[src/rtl/sample_framer_if.sv]
// sample_framer_if
//   Bundles the two handshakes the framer sits between: the read side of the
//   ADC sample FIFO and the byte input of the UART transmitter.
//   master modport: the framer (pops words, issues bytes).
//   slave modport : the FIFO/UART side (supplies words, accepts bytes).
//   Signals:
//     fifo_empty  FIFO empty flag
//     fifo_dout   FIFO read data, valid the cycle after fifo_rd_en
//     fifo_rd_en  FIFO pop strobe
//     tx_ready    UART idle
//     tx_start    one-cycle strobe, UART takes tx_data
//     tx_data     byte to send
interface sample_framer_if #(
  parameter int WORD_W = 32
);
  logic              fifo_empty;
  logic [WORD_W-1:0] fifo_dout;
  logic              fifo_rd_en;
  logic              tx_ready;
  logic              tx_start;
  logic [7:0]        tx_data;

  modport master (
    input  fifo_empty, fifo_dout, tx_ready,
    output fifo_rd_en, tx_start, tx_data
  );

  modport slave (
    output fifo_empty, fifo_dout, tx_ready,
    input  fifo_rd_en, tx_start, tx_data
  );
endinterface

[src/rtl/sample_framer.sv]
// sample_framer
//   Pops CHANNELS words per frame from the ADC sample FIFO and serialises them
//   into UART bytes: SYNC_BYTE, the payload bytes of every word (MSB or LSB
//   first), and optionally an XOR checksum over the payload.
//   Ports:
//     clk        system clock
//     rst        asynchronous reset, active-high
//     en         frame start enable, sampled only while idle
//     bus        FIFO read side + UART byte side (sample_framer_if.master)
//     busy       high whenever a frame is in progress
//     frame_cnt  number of frames fully sent, wraps
module sample_framer #(
  parameter int          WORD_W      = 32,
  parameter int          CHANNELS    = 2,
  parameter logic [7:0]  SYNC_BYTE   = 8'hA5,
  parameter bit          CHECKSUM_EN = 1'b1,
  parameter bit          MSB_FIRST   = 1'b1,
  parameter int          FCNT_W      = 16
) (
  input  logic              clk,
  input  logic              rst,
  input  logic              en,
  sample_framer_if.master   bus,
  output logic              busy,
  output logic [FCNT_W-1:0] frame_cnt
);

  localparam int NB   = WORD_W / 8;
  localparam int BI_W = (NB > 1) ? $clog2(NB) : 1;
  localparam int CH_W = (CHANNELS > 1) ? $clog2(CHANNELS) : 1;
  localparam logic [BI_W-1:0] LAST_BYTE = BI_W'(NB - 1);
  localparam logic [CH_W-1:0] LAST_CH   = CH_W'(CHANNELS - 1);

  typedef enum logic [2:0] {
    S_IDLE, S_SYNC, S_FETCH, S_LATCH, S_SEND, S_WAIT, S_CSUM
  } state_t;

  // What the byte just handed to the UART was; decides where WAIT goes next.
  typedef enum logic [1:0] {
    W_SYNC, W_BYTE, W_CSUM
  } wkind_t;

  state_t            state_q,    state_d;
  wkind_t            wkind_q,    wkind_d;
  logic              skip_q,     skip_d;
  logic [BI_W-1:0]   byte_idx_q, byte_idx_d;
  logic [CH_W-1:0]   ch_idx_q,   ch_idx_d;
  logic [WORD_W-1:0] word_q,     word_d;
  logic [7:0]        csum_q,     csum_d;
  logic [7:0]        tx_data_q,  tx_data_d;
  logic [FCNT_W-1:0] frame_cnt_q, frame_cnt_d;

  logic       rd_en;
  logic       start;
  logic [7:0] tx_byte;
  logic [7:0] cur_byte;

  function automatic logic [7:0] sel_byte(input logic [WORD_W-1:0] w,
                                          input logic [BI_W-1:0]   idx);
    logic [7:0] b;
    b = '0;
    for (int k = 0; k < NB; k++) begin
      if (idx == BI_W'(k)) begin
        b = MSB_FIRST ? w[WORD_W-1-8*k -: 8] : w[8*k +: 8];
      end
    end
    return b;
  endfunction

  assign cur_byte = sel_byte(word_q, byte_idx_q);

  always_comb begin
    state_d     = state_q;
    wkind_d     = wkind_q;
    skip_d      = skip_q;
    byte_idx_d  = byte_idx_q;
    ch_idx_d    = ch_idx_q;
    word_d      = word_q;
    csum_d      = csum_q;
    frame_cnt_d = frame_cnt_q;
    rd_en       = 1'b0;
    start       = 1'b0;
    // tx_data shows the held byte except in a strobe cycle, where it shows
    // the new byte so the UART captures it together with tx_start.
    tx_byte     = tx_data_q;

    case (state_q)
      S_IDLE: begin
        if (en && !bus.fifo_empty) state_d = S_SYNC;
      end
      S_SYNC: begin
        if (bus.tx_ready) begin
          start    = 1'b1;
          tx_byte  = SYNC_BYTE;
          csum_d   = '0;
          ch_idx_d = '0;
          wkind_d  = W_SYNC;
          skip_d   = 1'b1;
          state_d  = S_WAIT;
        end
      end
      S_FETCH: begin
        // An empty FIFO stalls the frame; it never aborts it.
        if (!bus.fifo_empty) begin
          rd_en   = 1'b1;
          state_d = S_LATCH;
        end
      end
      S_LATCH: begin
        word_d     = bus.fifo_dout;
        byte_idx_d = '0;
        state_d    = S_SEND;
      end
      S_SEND: begin
        if (bus.tx_ready) begin
          start   = 1'b1;
          tx_byte = cur_byte;
          csum_d  = csum_q ^ cur_byte;
          wkind_d = W_BYTE;
          skip_d  = 1'b1;
          state_d = S_WAIT;
        end
      end
      S_WAIT: begin
        // The UART only drops tx_ready the cycle after tx_start, so the first
        // WAIT cycle would still see a stale ready; skip it.
        if (skip_q) begin
          skip_d = 1'b0;
        end else if (bus.tx_ready) begin
          case (wkind_q)
            W_SYNC: state_d = S_FETCH;
            W_BYTE: begin
              if (byte_idx_q != LAST_BYTE) begin
                byte_idx_d = byte_idx_q + 1'b1;
                state_d    = S_SEND;
              end else if (ch_idx_q != LAST_CH) begin
                ch_idx_d = ch_idx_q + 1'b1;
                state_d  = S_FETCH;
              end else if (CHECKSUM_EN) begin
                state_d = S_CSUM;
              end else begin
                frame_cnt_d = frame_cnt_q + 1'b1;
                state_d     = S_IDLE;
              end
            end
            W_CSUM: begin
              frame_cnt_d = frame_cnt_q + 1'b1;
              state_d     = S_IDLE;
            end
            default: state_d = S_IDLE;
          endcase
        end
      end
      S_CSUM: begin
        if (bus.tx_ready) begin
          start   = 1'b1;
          tx_byte = csum_q;
          wkind_d = W_CSUM;
          skip_d  = 1'b1;
          state_d = S_WAIT;
        end
      end
      default: state_d = S_IDLE;
    endcase

    tx_data_d = tx_byte;
  end

  always_ff @(posedge clk or posedge rst) begin
    if (rst) begin
      state_q     <= S_IDLE;
      wkind_q     <= W_SYNC;
      skip_q      <= 1'b0;
      byte_idx_q  <= '0;
      ch_idx_q    <= '0;
      word_q      <= '0;
      csum_q      <= '0;
      tx_data_q   <= '0;
      frame_cnt_q <= '0;
    end else begin
      state_q     <= state_d;
      wkind_q     <= wkind_d;
      skip_q      <= skip_d;
      byte_idx_q  <= byte_idx_d;
      ch_idx_q    <= ch_idx_d;
      word_q      <= word_d;
      csum_q      <= csum_d;
      tx_data_q   <= tx_data_d;
      frame_cnt_q <= frame_cnt_d;
    end
  end

  assign bus.fifo_rd_en = rd_en;
  assign bus.tx_start   = start;
  assign bus.tx_data    = tx_byte;
  assign busy           = (state_q != S_IDLE);
  assign frame_cnt      = frame_cnt_q;

endmodule

[src/flat_wrapper.sv]
// flat-port wrapper written by rule: the top's interface ports become plain ports
module sample_framer_flat 
#(
  parameter int          WORD_W      = 32,
  parameter int          CHANNELS    = 2,
  parameter logic [7:0]  SYNC_BYTE   = 8'hA5,
  parameter bit          CHECKSUM_EN = 1'b1,
  parameter bit          MSB_FIRST   = 1'b1,
  parameter int          FCNT_W      = 16
)
  (clk, rst, en, busy, frame_cnt, bus_fifo_empty, bus_fifo_dout, bus_tx_ready, bus_fifo_rd_en, bus_tx_start, bus_tx_data);
  sample_framer_if #(.WORD_W(WORD_W)) bus_i ();
  input  logic clk;
  input  logic rst;
  input  logic en;
  output logic busy;
  output logic [FCNT_W-1:0] frame_cnt;
  input wire logic [$bits(bus_i.fifo_empty)-1:0] bus_fifo_empty;
  input wire logic [$bits(bus_i.fifo_dout)-1:0] bus_fifo_dout;
  input wire logic [$bits(bus_i.tx_ready)-1:0] bus_tx_ready;
  output wire logic [$bits(bus_i.fifo_rd_en)-1:0] bus_fifo_rd_en;
  output wire logic [$bits(bus_i.tx_start)-1:0] bus_tx_start;
  output wire logic [$bits(bus_i.tx_data)-1:0] bus_tx_data;
  assign bus_i.fifo_empty = bus_fifo_empty;
  assign bus_i.fifo_dout = bus_fifo_dout;
  assign bus_i.tx_ready = bus_tx_ready;
  assign bus_fifo_rd_en = bus_i.fifo_rd_en;
  assign bus_tx_start = bus_i.tx_start;
  assign bus_tx_data = bus_i.tx_data;
  sample_framer #(.WORD_W(WORD_W), .CHANNELS(CHANNELS), .SYNC_BYTE(SYNC_BYTE), .CHECKSUM_EN(CHECKSUM_EN), .MSB_FIRST(MSB_FIRST), .FCNT_W(FCNT_W)) u_core (.clk(clk), .rst(rst), .en(en), .bus(bus_i), .busy(busy), .frame_cnt(frame_cnt));
endmodule
[config.mk]
export PLATFORM = sky130hd
export DESIGN_NAME = sample_framer_flat
export DESIGN_NICKNAME = d
export VERILOG_FILES = /design/src/rtl/sample_framer_if.sv /design/src/rtl/sample_framer.sv /design/src/flat_wrapper.sv
export SDC_FILE = /design/constraint.sdc
export NUM_CORES = 1
export LEC_CHECK = 0
export ABC_AREA = 1
export BUFFER_PORTS_ARGS = -buffer_cell sky130_fd_sc_hd__buf_4
export CAP_MARGIN = 20
export CORE_MARGIN = 1.5
export CORE_UTILIZATION = 45
export DETAILED_ROUTE_END_ITERATION = 7
export PLACE_DENSITY_LB_ADDON = 0.08
export SLEW_MARGIN = 20
export SYNTH_ARGS = -nofsm -noshare
export SYNTH_HDL_FRONTEND = slang
export SYNTH_SLANG_ARGS = --single-unit
[constraint.sdc]
create_clock -name clk -period 4.65 [get_ports clk]
set_input_delay 0.465 -clock clk [delete_from_list [all_inputs] [get_ports clk]]
set_output_delay 0.465 -clock clk [all_outputs]
set_load 0.03 [all_outputs]
==> metrics, run 1 <==
Fillers ~780; most frequent cells in the layout nand2_1, dfrtp_1, buf_4, nor2_1, inv_1; Core Region 8220 sq um; Max Root-Sink Buffers 2; Total Wirelength ~9 mm; CTS tree built; detailed placer's ending HPWL 6.39 mm; commonest non-fill, non-tap cell in the layout nand2_1; WS Path Type flip-flop to primary output; Mapped Area 3810 sq um; total power between 2 and 3 mW; slowest stage delay, CP between 0.5 and 0.6 ns; drt drc 0; first-pass GRT wire length ~15 mm; Reg clk slew, reported paths around 0.08 ns; chip width 95.0 um; Seq/Total Area, Yosys 0.479; number of global-route vias before repair approximately 3200; crit path to bus_tx_data[5]; Worst EP arrival approximately 2.3 ns; CP startpoint kind flip-flop; hold crit path type primary input to async pin; I/O pin count 64; ant diodes 0; Initial Util 0.464; global route total overflow 0; CP cell instances ha_1 > inv_1 > or2_2 > a21oi_1 > nor2_1 > buf_4; r2r setup slk about 2.4 ns; Post-Synthesis Cells between 500 and 600; Worst-Margin Slew 0.889 ns; Buf/Inv on CP 2; Critical R2R Launch u_core.state_q[1]; clock skew approximately 0.012 ns; path depth of the worst reg2reg path 6; GP Congestion roughly 0.86; Worst setup startpoint u_core.byte_idx_q[0]; Hold Buf Count CTS 0; Synth Register Bits 73; Synthesis Warnings 0; final net count ~610; initial antenna violation count 0; Std-Cell Rows 33; DR iter-0 viols ~210; required time of the critical path about 4.2 ns; Synth-to-Final Area Change 20.1%; largest net degree at the start of global routing between 40 and 50; final worst-path cycle share 0.597; maxcap violations 0; clock tree sinks between 70 and 80; Post-Syn Nets around 550; Total GRT Usage 0.225; delay-heaviest family, CP adder cells; Die Y between 90 and 100 um; status finished, final reports clean; router iterations before antenna repair 4; Final ANT Viol Nets 0; Slowest-stage cell, CP ha_1; Power Density 606 nW/um^2; die area roughly 9000 sq um; number of cells on the critical path 6; Port Buffer Count 63; via/cell ratio roughly 5; post-CTS resize count 0; Final min period approximately 2.8 ns; total vias in the final route between 3000 and 4000; Setup TNS 0 ns; Max Fclk approximately 0.36 GHz; root buffer cell clkbuf_8; syn avg cell area 7.53 sq um; Distinct cells, synth 31; Clk Latency, worst-skew pair around 0.36 ns; relative slew slack 0.405; critical path peak fanout 15; Post-CTS Setup Bufs 0; layout cell share with drive strength beyond 1 0.177; worst vdd ir roughly 0.00024 V; FF-to-FF End u_core.state_q[2]; Pins Over Slew Limit 0; leak pwr approximately 2.4 nW; DR WL/cell around 13 um; # setup viols final 0; H-tree depth 3; Crit. End Element primary output; cts bufs inserted 9; final hold viol count 0; RSZ-0062 raised after global routing false
## registers in the layout, indices dropped and copies added, names as in the netlist
signal	count
u_core.csum_q	8
u_core.state_q	3
u_core.byte_idx_q	2
u_core.ch_idx_q	1
u_core.tx_data_q	8
u_core.wkind_q	2
u_core.skip_q	1
u_core.frame_cnt	16
u_core.word_q	32
## per-layer routing
layer / part of all wire / wire length (um) / GRT usage
met1: 0.49 / 4400 / 0.333
met2: 0.44 / 3940 / 0.323
met3: 0.057 / 513 / 0.0502
met4: 0.0078 / 70 / 0.0734
met5: 0 / 0 / 0
## where the power goes
group | internal [mW] | total [mW] | switching [mW] | leakage, nW
clock | 0.355 | 0.599 | 0.244 | 0.117
sequential | 0.871 | 1.02 | 0.145 | 0.907
combinational | 0.388 | 1.16 | 0.772 | 1.38
total | 1.61 | 2.77 | 1.16 | 2.40
## cell type report
type	count	area, sq um	area share
Sequential cell	73	1830	0.399
Timing Repair Buffer	65	488	0.107
Clock buffer	10	128	0.0279
Clock inverter	5	104	0.0227
Multi-Input combinational cell	368	1710	0.373
Tap cell	105	131	0.0287
Inverter	50	191	0.0418
## cells in the mapped netlist
library cell / number / share of area
clkinv_1: 1 / 0.00098
inv_4: 1 / 0.0016
nand2_1: 203 / 0.20
nor2_4: 2 / 0.0059
o211ai_1: 3 / 0.0059
nand3_2: 5 / 0.013
nor2_8: 1 / 0.0053
buf_6: 1 / 0.0030
inv_1: 44 / 0.043
o21ai_1: 14 / 0.018
o2111ai_1: 2 / 0.0046
inv_2: 4 / 0.0039
a21oi_1: 15 / 0.020
nand3b_1: 3 / 0.0059
nor2_1: 46 / 0.045
or2_2: 1 / 0.0016
xor2_1: 7 / 0.016
clkbuf_1: 4 / 0.0039
buf_4: 4 / 0.0079
nand3_1: 23 / 0.030
nor2_2: 3 / 0.0049
buf_2: 6 / 0.0079
xnor2_1: 2 / 0.0046
nand4_1: 8 / 0.013
nand2_2: 3 / 0.0049
o21ai_0: 17 / 0.022
ha_1: 5 / 0.016
dfrtp_1: 73 / 0.48
nor3_4: 1 / 0.0043
nor3_1: 3 / 0.0039
o21a_1: 1 / 0.0020
## worst min path at each step
stage | startpoint | endpoint | slack, ns | depth (start not counted)
2_1_floorplan | u_core.word_q[5] | u_core.word_q[5] | 0.43 | 2
3_3_place_gp | u_core.word_q[14] | u_core.word_q[14] | 0.46 | 2
3_5_place_dp | u_core.word_q[11] | u_core.word_q[11] | 0.46 | 2
4_1_cts | bus_fifo_dout[28] | u_core.word_q[28] | 0.30 | 3
5_1_grt | bus_fifo_dout[28] | u_core.word_q[28] | 0.30 | 3
6_report | rst | u_core.csum_q[7] | 0.26 | 2
## logic make-up after synthesis
family,Yosys count,synth area share
xor gates and xnor gates,9,0.0207
buffers and inverters,65,0.0725
and+or+nand+nor,302,0.338
adders and majority gates,5,0.0164
DFF,73,0.479
AOI/OAI and AO/OA,52,0.0729
## metrics by stage
step	hold slack [ns]	cell area, sq um	utilization	std cells	worst slack (ns)
floorplan	0.434	3810	-	506	2.33
global placement	0.456	4350	0.529	661	2.33
detailed placement	0.458	4350	0.529	661	2.25
CTS	0.301	4580	0.557	676	1.86
global route	0.296	4580	0.557	676	1.65
finish	0.255	4580	0.557	676	1.88
No activity file was read; power rests on OpenSTA's default activity.
==> run 2, diff against run 1 <==
==> constraint.sdc (replaced) <==
create_clock -name clk -period 2.76 [get_ports clk]
set_input_delay 0.276 -clock clk [delete_from_list [all_inputs] [get_ports clk]]
set_output_delay 0.276 -clock clk [all_outputs]
set_load 0.03 [all_outputs]
==> run 2 against run 1 <==
  * Design area is 0.30% higher
  * Sequential share of layout area is 0.12 points lower
  * Via count is 1.7% lower
  * Flip-flop and latch count stayed put
  * Combinational power is 66% higher
  * Critical path type unchanged
==> metrics, run 2 (synthesis gave the netlist of run 1 again) <==
status finished, final reports clean (unchanged); hold crit path type primary input to async pin (unchanged); GP Congestion 0.823 (was 0.857); RSZ-0062 raised after global routing false (unchanged); Fillers 798 (was 778); root buffer cell clkbuf_8 (unchanged); clock tree sinks 73 (unchanged); final hold slack 0.00510 ns (was 0.255 ns); Pins Over Slew Limit 0 (unchanged); relative slew slack 0.604 (was 0.405); DR iter-0 viols 169 (was 213); cts bufs inserted 9 (unchanged); Critical R2R Launch u_core.byte_idx_q[0] (was u_core.state_q[1]); H-tree depth 3 (unchanged); Largest register FFs 32 (unchanged); P_int 2.66 mW (was 1.61 mW); Clock power frac 0.207 (was 0.216); commonest non-fill, non-tap cell in the layout nand2_1 (unchanged); Total Wirelength 8.83 mm (was 8.92 mm); final hold viol count 0 (unchanged); Worst-Margin Slew 0.592 ns (was 0.889 ns); Initial Util 0.464 (unchanged); final net count 611 (was 609); I/O pin count 64 (unchanged); Std-Cell Rows 33 (unchanged); Max Root-Sink Buffers 2 (unchanged); Most flops, register u_core.word_q (unchanged); most frequent cells in the layout nand2_1, dfrtp_1, buf_4, nor2_1, inv_1 (unchanged); FF-to-FF End u_core.tx_data_q[5] (was u_core.state_q[2]); maxcap violations 0 (unchanged); Core Region 8220 sq um (unchanged); chip width 95.0 um (unchanged); leak pwr 2.41 nW (was 2.40 nW); Reg clk slew, reported paths 0.08 ns (about the same); worst vdd ir 0.000433 V (was 0.000242 V); Crit. End Element primary output (unchanged); number of global-route vias before repair 3249 (was 3186); switch share 0.424 (was 0.418); total vias in the final route 3315 (was 3373); path depth of the worst reg2reg path 5 (was 6); DR WL/cell 13.0 um (was 13.2 um); CP startpoint kind flip-flop (unchanged); Final min period approximately 2.5 ns; Max Fclk about 0.40 GHz; largest net degree at the start of global routing 41 (was 49); die area 9030 sq um (unchanged); drt drc 0 (unchanged); first-pass GRT wire length 15.4 mm (about the same); router iterations before antenna repair 5 (was 4); final worst-path cycle share 0.914; Synth-to-Final Area Change 20.4% (was 20.1%); global route total overflow 0 (unchanged); ant diodes 0 (unchanged); detailed placer's ending HPWL 6.54 mm (was 6.39 mm); Clk Latency, worst-skew pair 0.34 ns (was 0.36 ns); WS Path Type flip-flop to primary output (unchanged); layout cell share with drive strength beyond 1 0.185 (was 0.177); r2r setup slk 0.92 ns (was 2.42 ns); CTS tree built (unchanged); critical path peak fanout 15 (unchanged); Setup TNS 0 ns (unchanged); logic gate share of total power 0.418 (about the same); Seq pwr share 0.375 (was 0.366); Worst EP arrival 2.25 ns (was 2.31 ns); Psw 1.96 mW (was 1.16 mW); Power Density 1010 nW/um^2 (was 606 nW/um^2); # setup viols final 0 (unchanged); required time of the critical path 2.48 ns (was 4.18 ns); Die Y 95.0 um (unchanged); clock skew 0.00526 ns (was 0.0119 ns); initial antenna violation count 0 (unchanged); via/cell ratio 4.88 (was 4.99); Port Buffer Count 63 (unchanged); placed instance count 663 (was 661); final std cells w/o fill 679 (was 676); Post-CTS Setup Bufs 0 (unchanged); Total GRT Usage 0.224 (was 0.225); Final ANT Viol Nets 0 (unchanged)
-- run 2: layer usage --
metal	global-route usage	up-vias	routed length [um]
met1	0.322	1514	4520
met5	0	-	0
met2	0.329	77	3810
met3	0.0478	10	370
li1	-	1714	-
met4	0.0896	0	125
-- run 2: layout make-up --
type | count | area (sq um) | area share
clock buffer | 10 | 138 | 0.0300
clock inverter | 6 | 90.1 | 0.0196
inverter | 50 | 194 | 0.0422
multi-input combinational | 368 | 1710 | 0.372
sequential | 73 | 1830 | 0.398
tap | 105 | 131 | 0.0286
timing repair buffer | 67 | 503 | 0.110
-- run 2: power by group through the flow --
stage | Combinational [mW] | Sequential (mW) | Clock (mW)
final | 1.93 | 1.73 | 0.955
after detailed placement | 1.94 | 1.75 | 0
after global routing | 2.23 | 1.78 | 1.04
after global placement | 1.90 | 1.74 | 0
after CTS | 1.95 | 1.73 | 0.983
after floorplan | 1.43 | 1.69 | 0
-- run 2: how the worst max path moves through the flow --
| stage | startpoint | endpoint | slack [ns] |
|---|---|---|---|
| after global routing | u_core.byte_idx_q[1] | bus_tx_data[7] | 0.02 |
| after global placement | u_core.byte_idx_q[0] | bus_tx_data[5] | 0.68 |
| final | u_core.byte_idx_q[0] | bus_tx_data[5] | 0.24 |
| after CTS | u_core.byte_idx_q[0] | bus_tx_data[5] | 0.21 |
| after floorplan | rst | u_core.byte_idx_q[0] | 0.63 |
| after detailed placement | u_core.byte_idx_q[0] | bus_tx_data[5] | 0.62 |
-- run 2: metrics by stage --
step | total power, mW | instance area (sq um) | worst slack, ns | util
3_3_place_gp | 3.64 | 4360 | 0.680 | 0.531
3_5_place_dp | 3.69 | 4360 | 0.618 | 0.531
4_1_cts | 4.66 | 4590 | 0.214 | 0.558
5_1_grt | 5.05 | 4590 | 0.0174 | 0.559
6_report | 4.62 | 4590 | 0.238 | 0.559
2_1_floorplan | 3.12 | 3810 | 0.631 | -
-- run 2: critical path, cell delays in order (launching register included) --
cell     delay, ns
dfrtp_1       0.40
ha_1          0.51
inv_1         0.24
or2_2         0.35
a21oi_1       0.16
nor2_1        0.08
buf_4         0.17
-- run 2: repair_timing --
item                       CTS  global route
resized for setup            0             1
hold buffers                 0             0
setup endpoints to repair    0             1
==> run 3, diff against run 2 <==
--- a/config.mk
+++ b/config.mk
@@ -8,7 +8,6 @@
 export ABC_AREA = 1
 export BUFFER_PORTS_ARGS = -buffer_cell sky130_fd_sc_hd__buf_4
 export CAP_MARGIN = 20
-export CORE_MARGIN = 1.5
 export CORE_UTILIZATION = 45
 export DETAILED_ROUTE_END_ITERATION = 7
 export PLACE_DENSITY_LB_ADDON = 0.08
==> run 3 against run 2 <==
  * Power shrank 1.2%
  * Sequential power about the same
  * Clock skew increased by 0.0043 ns
  * Largest cell class unchanged
==> metrics, run 3 (synthesis gave the netlist of run 1 again) <==
clock skew 0.00953 ns (was 0.00526 ns); final worst-path cycle share 0.931 (was 0.914); GP Congestion 0.842 (was 0.823); Largest register FFs 32 (unchanged); Setup TNS 0 ns (unchanged); relative slew slack 0.636 (was 0.604); Clk Latency, worst-skew pair 0.36 ns (was 0.34 ns); post-CTS resize count 0 (unchanged); final hold slack 0.00374 ns (was 0.00510 ns); DR iter-0 viols 119 (was 169); CTS tree built (unchanged); WS Path Type flip-flop to primary output (unchanged); first-pass GRT wire length 14.6 mm (was 15.4 mm); Setup WS pre-CTS 0.588 ns (was 0.618 ns); Fillers 813 (was 798); total vias in the final route 3393 (was 3315); critical path peak fanout 15 (unchanged); placed instance count 663 (unchanged); H-tree depth 3 (unchanged); worst vdd ir 0.000416 V (was 0.000433 V); Std-Cell Rows 33 (unchanged); leak pwr 2.40 nW (was 2.41 nW); status finished, final reports clean (unchanged); clock tree sinks 73 (unchanged); Hold Buf Count CTS 0 (unchanged); Power Density 997 nW/um^2 (was 1010 nW/um^2); final std cells w/o fill 679 (unchanged); Synth-to-Final Area Change 20.0% (was 20.4%); number of global-route vias before repair 3117 (was 3249); Post-CTS Setup Bufs 0 (unchanged); required time of the critical path 2.48 ns (about the same); Die Y 94.0 um (was 95.0 um); cts bufs inserted 9 (unchanged); Placed Area 4360 sq um (unchanged); design area 4580 sq um (was 4590 sq um); detailed placer's ending HPWL 6.34 mm (was 6.54 mm); FF+latch area 1830 sq um (unchanged); initial antenna violation count 0 (unchanged); Final ANT Viol Nets 0 (unchanged); router iterations before antenna repair 4 (was 5); root buffer cell clkbuf_8 (unchanged); Pins Over Slew Limit 0 (unchanged); via/cell ratio 5.00 (was 4.88); Crit. End Element primary output (unchanged); CP startpoint kind flip-flop (unchanged); maxcap violations 0 (unchanged); commonest non-fill, non-tap cell in the layout nand2_1 (unchanged); area of the multi-input gates 1710 sq um (unchanged); global route total overflow 0 (unchanged); Max Fclk 0.389 GHz (was 0.397 GHz); ant diodes 0 (unchanged); Max Root-Sink Buffers 2 (unchanged); # setup viols final 0 (unchanged); I/O pin count 64 (unchanged); Final min period 2.57 ns (was 2.52 ns); total power 4.56 mW (was 4.62 mW); final net count 611 (unchanged); RSZ-0062 raised after global routing false (unchanged); layout cell share with drive strength beyond 1 0.183 (was 0.185); hold crit path type primary input to async pin (unchanged); Total Wirelength 8.81 mm (was 8.83 mm); Reg clk slew, reported paths 0.08 ns (about the same); Initial Util 0.464 (unchanged); Port Buffer Count 63 (unchanged); final hold viol count 0 (unchanged); Core Region 8220 sq um (unchanged); chip width 94.0 um (was 95.0 um); most frequent cells in the layout nand2_1, dfrtp_1, buf_4, nor2_1, inv_1 (unchanged); DR WL/cell 13.0 um (about the same); Worst-Margin Slew 0.546 ns (was 0.592 ns); Most flops, register u_core.word_q (unchanged); final worst slack 0.189 ns (was 0.238 ns); Final Core Density 0.557 (was 0.559); die area 8840 sq um (was 9030 sq um); Total GRT Usage 0.216 (was 0.224); Worst EP arrival 2.29 ns (was 2.25 ns); largest net degree at the start of global routing 42 (was 41); drt drc 0 (unchanged)
## run 3: cell type report
class | count | area share
clock buffer | 12 | 0.0361
clock inverter | 4 | 0.0109
inverter | 50 | 0.0416
multi-input combinational | 368 | 0.374
sequential | 73 | 0.399
tap | 105 | 0.0287
timing repair buffer | 67 | 0.110
## run 3: final timing paths
check | from | end | slack (ns) | cells after the start
worst max-delay path | u_core.byte_idx_q[0] | bus_tx_data[5] | 0.19 | 6
worst min-delay path | rst | u_core.state_q[0] | 0.004 | 3
worst max register to register | u_core.byte_idx_q[0] | u_core.csum_q[5] | 0.89 | 7
worst min register to register | u_core.word_q[5] | u_core.word_q[5] | 0.48 | 2
max in group asynchronous | rst | u_core.word_q[6] | 2.36 | 3
min in group clk | bus_fifo_dout[14] | u_core.word_q[14] | 0.11 | 3
## run 3: report_power, final
group          total, mW  internal (mW)  switching, mW
sequential          1.73           1.47          0.267
combinational       1.92          0.654           1.26
clock              0.912          0.490          0.422
## run 3: layer usage
layer,wire length [um],track usage,vias up
li1,-,-,1706
met1,4390,0.307,1572
met2,3750,0.318,93
met4,229,0.0808,0
met5,0,0,-
met3,438,0.0502,22
## run 3: worst max-delay path: stages (launching register included)
cell     delay (ns)
dfrtp_1        0.41
ha_1           0.52
inv_1          0.25
or2_2          0.35
a21oi_1        0.15
nor2_1         0.07
buf_4          0.17
